[config.mk]
export PLATFORM = sky130hd
export DESIGN_NAME = imm_encoder
export DESIGN_NICKNAME = d
export VERILOG_FILES = /design/src/rtl/imm_encoder_pkg.sv /design/src/rtl/imm_encoder_pack.sv /design/src/rtl/imm_encoder.sv
export SDC_FILE = /design/constraint.sdc
export NUM_CORES = 1
export LEC_CHECK = 0
export ABC_AREA = 1
export CORE_ASPECT_RATIO = 1.25
export CORE_UTILIZATION = 44
export DETAILED_ROUTE_END_ITERATION = 8
export PLACE_DENSITY = 0.76
export SETUP_SLACK_MARGIN = 0.02
export SLEW_MARGIN = 40
export SYNTH_ARGS = -nofsm -noshare
export SYNTH_HDL_FRONTEND = slang
export SYNTH_SLANG_ARGS = --single-unit
[constraint.sdc]
create_clock -name clk -period 1.9 [get_ports clk]
set_clock_uncertainty 0.15 [all_clocks]
set_input_delay 0.38 -clock clk [delete_from_list [all_inputs] [get_ports clk]]
set_output_delay 0.38 -clock clk [all_outputs]
set_load 0.02 [all_outputs]
[src/rtl/imm_encoder_pkg.sv]
// Shared op codes, opcodes, immediate field masks and FSM state type for imm_encoder.
package imm_encoder_pkg;

    localparam logic [2:0] EXT_I  = 3'b000;
    localparam logic [2:0] EXT_S  = 3'b001;
    localparam logic [2:0] EXT_B  = 3'b010;
    localparam logic [2:0] EXT_U  = 3'b011;
    localparam logic [2:0] EXT_J  = 3'b100;
    localparam logic [2:0] EXT_LI = 3'b110;

    localparam logic [6:0] OPC_LUI    = 7'b0110111;
    localparam logic [6:0] OPC_OP_IMM = 7'b0010011;

    // Bits owned by the immediate in each format; everything else comes from the template.
    localparam logic [31:0] MASK_I = 32'hFFF0_0000;
    localparam logic [31:0] MASK_S = 32'hFE00_0F80;
    localparam logic [31:0] MASK_B = 32'hFE00_0F80;
    localparam logic [31:0] MASK_U = 32'hFFFF_F000;
    localparam logic [31:0] MASK_J = 32'hFFFF_F000;

    typedef enum logic [1:0] {
        ST_IDLE   = 2'd0,
        ST_SINGLE = 2'd1,
        ST_LI_HI  = 2'd2,
        ST_LI_LO  = 2'd3
    } state_t;

    // Upper LUI immediate for li: rounds so that adding the sign-extended low 12 bits restores val.
    function automatic logic [19:0] li_hi(input logic [31:0] val);
        logic [31:0] sum;
        sum = val + 32'h0000_0800;
        return sum[31:12];
    endfunction

endpackage

[src/rtl/imm_encoder_pack.sv]
// imm_pack: combinational scatter of a value into the immediate fields of a template word.
// Range checking is present only when IMM_ENCODER_RANGE_CHECK_EN is defined.
module imm_pack
    import imm_encoder_pkg::*;
(
    input  logic [2:0]  op,
    input  logic [31:0] tmpl,
    input  logic [31:0] val,
    output logic [31:0] inst,
    output logic        err
);

    always_comb begin
        inst = tmpl;
        case (op)
            EXT_I: inst = (tmpl & ~MASK_I) | {val[11:0], 20'b0};
            EXT_S: inst = (tmpl & ~MASK_S) | {val[11:5], 13'b0, val[4:0], 7'b0};
            EXT_B: inst = (tmpl & ~MASK_B) | {val[12], val[10:5], 13'b0, val[4:1], val[11], 7'b0};
            EXT_U: inst = (tmpl & ~MASK_U) | {val[31:12], 12'b0};
            EXT_J: inst = (tmpl & ~MASK_J) | {val[20], val[10:1], val[11], val[19:12], 12'b0};
            default: inst = tmpl;
        endcase
    end

`ifdef IMM_ENCODER_RANGE_CHECK_EN
    // A value fits when all bits above the field's sign bit replicate it.
    always_comb begin
        err = 1'b0;
        case (op)
            EXT_I, EXT_S: err = (val[31:11] != {21{val[11]}});
            EXT_B:        err = (val[31:12] != {20{val[12]}}) || val[0];
            EXT_U:        err = (val[11:0] != 12'b0);
            EXT_J:        err = (val[31:20] != {12{val[20]}}) || val[0];
            default:      err = 1'b1;
        endcase
    end
`else
    assign err = 1'b0;
`endif

endmodule

[src/rtl/imm_encoder.sv]
// imm_encoder: registered valid/ready stream of encoded RV32I words, including li expansion.
// Optional range checking is enabled by defining IMM_ENCODER_RANGE_CHECK_EN.
module imm_encoder
    import imm_encoder_pkg::*;
(
    input  logic        clk,
    input  logic        rst_n,
    input  logic        in_valid,
    output logic        in_ready,
    input  logic [2:0]  in_op,
    input  logic [31:0] in_tmpl,
    input  logic [31:0] in_val,
    output logic        out_valid,
    input  logic        out_ready,
    output logic [31:0] out_inst,
    output logic        out_err,
    output logic        out_last,
    output state_t      dbg_state
);

    // Handshake: a transfer happens on a rising edge where valid && ready; valid never
    // waits on ready, and a presented word (or request) holds stable until transferred.

    state_t      state_q, state_d;
    logic [4:0]  rd_q;
    logic [11:0] lo_q;

    logic [19:0] req_hi;
    logic [11:0] req_lo;
    logic        req_li, req_two;
    logic        accept, load_lo;

    logic [2:0]  pk_op;
    logic [31:0] pk_tmpl, pk_val, pk_inst;
    logic        pk_err;

    assign req_hi  = li_hi(in_val);
    assign req_lo  = in_val[11:0];
    assign req_li  = (in_op == EXT_LI);
    assign req_two = req_li && (req_hi != 20'b0) && (req_lo != 12'b0);

    assign in_ready  = (state_q == ST_IDLE) ||
                       (out_ready && ((state_q == ST_SINGLE) || (state_q == ST_LI_LO)));
    assign accept    = in_valid && in_ready;
    assign load_lo   = (state_q == ST_LI_HI) && out_ready;
    assign out_valid = (state_q != ST_IDLE);
    assign dbg_state = state_q;

    // The single packer serves the incoming request and, from LI_HI, the saved ADDI half.
    always_comb begin
        pk_op   = in_op;
        pk_tmpl = in_tmpl;
        pk_val  = in_val;
        if (state_q == ST_LI_HI) begin
            pk_op   = EXT_I;
            pk_tmpl = {12'b0, rd_q, 3'b000, rd_q, OPC_OP_IMM};
            pk_val  = {{20{lo_q[11]}}, lo_q};
        end else if (req_li) begin
            if (req_hi == 20'b0) begin
                pk_op   = EXT_I;
                pk_tmpl = {12'b0, 5'b0, 3'b000, in_tmpl[11:7], OPC_OP_IMM};
                pk_val  = {{20{req_lo[11]}}, req_lo};
            end else begin
                pk_op   = EXT_U;
                pk_tmpl = {20'b0, in_tmpl[11:7], OPC_LUI};
                pk_val  = {req_hi, 12'b0};
            end
        end
    end

    imm_pack u_pack (
        .op   (pk_op),
        .tmpl (pk_tmpl),
        .val  (pk_val),
        .inst (pk_inst),
        .err  (pk_err)
    );

    always_comb begin
        state_d = state_q;
        case (state_q)
            ST_IDLE:  if (accept) state_d = req_two ? ST_LI_HI : ST_SINGLE;
            ST_LI_HI: if (out_ready) state_d = ST_LI_LO;
            default:  if (out_ready) state_d = accept ? (req_two ? ST_LI_HI : ST_SINGLE) : ST_IDLE;
        endcase
    end

    always_ff @(posedge clk or negedge rst_n) begin
        if (!rst_n) begin
            state_q  <= ST_IDLE;
            out_inst <= 32'b0;
            out_err  <= 1'b0;
            out_last <= 1'b0;
            rd_q     <= 5'b0;
            lo_q     <= 12'b0;
        end else begin
            state_q <= state_d;
            if (accept || load_lo) begin
                out_inst <= pk_inst;
                out_err  <= pk_err;
                out_last <= !(accept && req_two);
            end
            if (accept) begin
                rd_q <= in_tmpl[11:7];
                lo_q <= req_lo;
            end
        end
    end

endmodule
==> results.yml <==
run_status:
  status: "finished with violations"
  violations: "setup timing"
clock_network:
  clk_path_buf_depth: 2
  cts_made_buffers: 5
  path_clk_slew_ns: 0.09
  h-tree-depth: 2
  clock_latency_ns: 0.32
  cts_sinks: 52
  tritoncts: "built"
  cts_root_buffer: "clkbuf_8"
logic_synthesis:
  synth.largest_area_cell: "dfrtp_1"
  synthFlopType: "dfrtp_1"
  syn_avg_cell_area_um2: 6.34
  synthTopCellsByArea: "dfrtp_1 34%, nand2_1 20%, nand3_1 7.5%"
  synth-compound-area-share_pct: 14.9
  yosysWarnings: 0
  synth_cell_types: 40
  yosys.area_share.simple_pct: 41.0
  synth_cells: 610
  synth_seq_area_share_pct: 33.7
  yosys-mux-area-fraction_pct: 0
  synth_edf_count: 0
  yosysTopAreaCellShare_pct: 33.7
  async_flop_share_pct: 100
  synth_xor_area_share_pct: 0.874
  synth_area_mm2: 0.00386
  syn_nets: 682
  synth_seq_cells: 52
  synth_fa_ha_area_share_pct: 0.324
  synth_top_family_by_area: "simple AND/OR/NAND/NOR gates"
place:
  hpwl_um: 11000
  dpl-instance-area_mm2: 0.00590
  gp_congestion: 0.955
  preCtsSetupSlack_ns: -1.43
  dp.cells: 916
  port_buffers: 107
global_routing:
  grt_max_degree: 53
  grt_pass1_wl_um: 23800
  grtUsageTotal_pct: 33.1
  grt_pass1_vias: 5064
  antenna_found_initial: 0
  grt-ovfl-total: 0
finish:
  instances_no_fill: 953
  mostFrequentLayoutCell: "nand2_1"
  final_cell_mix: "177 x nand2_1, 112 x buf_4, 76 x clkdlybuf4s50_1"
  final_area_mm2: 0.00662
  multi_input_area_mm2: 0.00265
  antenna_cells: 0
  syn_to_final_growth_pct: 71.2
  final_core_util_pct: 78.9
  ff_latch_area_mm2: 0.00130
  nFillCells: 594
  nets: 908
  drive_gt1_share_pct: 33.0
routing:
  totalWireLength_um: 14800
  viasPerCell: 5.28
  wl_per_cell_um: 15.5
  drt.antenna.violating_nets: 0
  dr_total_vias: 5034
  firstDrtPassIters: 5
  dr.first_iter.drc_count: 314
  drc: 0
sta:
  fmax_ghz: 0.414
  setup_slack_ns: -0.513
  rsz0062_at_grt: "yes"
  fin_crit_sh_pct: 127
  slew_violations: 0
  hold_violations: 0
  setup_viol: 33
  fin_crit_ns: 2.41
power:
  powerDensity_mw_per_mm2: 724
  power_leakage_nw: 3.20
  peakVddDrop_uv: 700
  fin_total_pwr_mw: 4.79
min_path:
  hp-class: "in -> reg"
  holdPathStages: 2
floorplanning:
  rows: 37
  start_util_pct: 46.1
  die_area_mm2: 0.00917
  die_w_um: 85.8
  die_h_um: 107
  coreArea_mm2: 0.00838
  io_pins: 109
critical_path:
  crit_path_start_kind: "primary input"
  path_cells: "buf_8 -> ha_4 -> buf_12 -> nand3_4 -> nor2_4 -> nand3_2 -> nand2_2 -> nand2_2 -> nor2_2 -> nand3_2 -> nor2_4 -> nand3_4 -> nand2_4 -> nand3_4 -> nand2_4 -> nand2_1 -> nor2_1 -> nor2_1 -> nor2_1"
  cp_num_buf_inv: 2
  crit_path_end_kind: "register"
  path_class: "in -> reg"
  cp.arrival_ns: 2.51
  critical_path_peak_fanout: 14
  cpPeakStageDelay_ns: 0.20
  cp.depth: 19
  r2r_cells: 9
  critPathTopFamily: "simple AND/OR/NAND/NOR gates"
  required_ns: 2.00
  crit_path_top_delay_cell: "nand2_4"
run:
  drv_cap: 0
through the flow:
| stage | hold WS [ns] | TNS (ns) |
|---|---|---|
| 2_1_floorplan | -0.0656 | -8.99 |
| 3_3_place_gp | 0.240 | -41.86 |
| 3_5_place_dp | 0.242 | -43.10 |
| 4_1_cts | 0.333 | -11.58 |
| 5_1_grt | 0.185 | -18.20 |
| 6_report | 0.163 | -12.95 |
sequential cells by signal, summed over array words and instances, names as in the netlist:
name / cells
dbg_state: 2
out_last: 1
out_inst: 32
lo_q: 12
rd_q: 5
area by class of cell:
class / instances / area share (%)
Tap cell: 117 / 2.21
Inverter: 70 / 4.22
Multi-Input combinational cell: 468 / 40.1
Clock buffer: 6 / 1.25
Clock inverter: 1 / 0.132
Sequential cell: 52 / 19.7
Timing Repair Buffer: 239 / 32.4
synth_stat cells, types with 3 or more instances:
cell type / count
nor2_1: 56
nand3_1: 58
dfrtp_1: 52
nand2_2: 4
o21bai_1: 3
nor2_2: 9
a21oi_1: 19
nand2_1: 207
nor4_1: 3
o21ai_0: 32
o22ai_1: 5
o22a_1: 3
or2_2: 3
inv_2: 7
clkbuf_1: 16
nor2_4: 3
a31oi_1: 12
nand4_1: 10
o211ai_1: 5
o21ai_1: 17
inv_1: 62
path summary, 6_finish.rpt:
| kind | from | endpoint | slack [ns] |
|---|---|---|---|
| setup / recovery | in_val[11] | out_inst[30] | -0.51 |
| hold reg to reg | lo_q[9] | lo_q[9] | 0.34 |
| max in group asynchronous | rst_n | dbg_state[1] | 0.92 |
| hold / removal | out_ready | dbg_state[1] | 0.16 |
| min in group asynchronous | rst_n | lo_q[6] | 0.42 |
| setup reg to reg | dbg_state[0] | out_inst[9] | -0.10 |
what timing repair did:
| item | 4_1_cts | 5_1_grt |
|---|---|---|
| gates resized for setup | 159 | 36 |
| hold buffers | 1 | 0 |
| hold endpoints to repair | 52 | 0 |
| buffers inserted | 21 | 8 |
| pin swaps | 53 | 23 |
| setup endpoints to repair | 37 | 40 |
per-layer routing:
layer,vias up,global-route usage [%],share of wire (%)
li1,2442,-,-
met1,2340,39.7,39
met2,197,59.7,51
met3,55,4.16,5.9
met4,0,13.2,4.2
met5,-,0,0
power by group:
group          internal [mW]  switching [mW]
combinational           1.15            1.34
clock                  0.292           0.389
sequential              1.42           0.197
total                   2.87            1.92
worst register-to-register path: cells and delay by family (launching register included):
family          cells  cell delay (ns)
simple gates        1             0.14
compound gates      3             0.40
buf+inv             5             0.77
flops               1             0.44
cell families after synthesis:
family / count (synthesis)
compound gates: 101
flops: 52
other cells: 1
simple gates: 362
fa+ha+maj: 1
xor+xnor: 3
buf+inv: 90
Power figures use the tool's default switching activity.
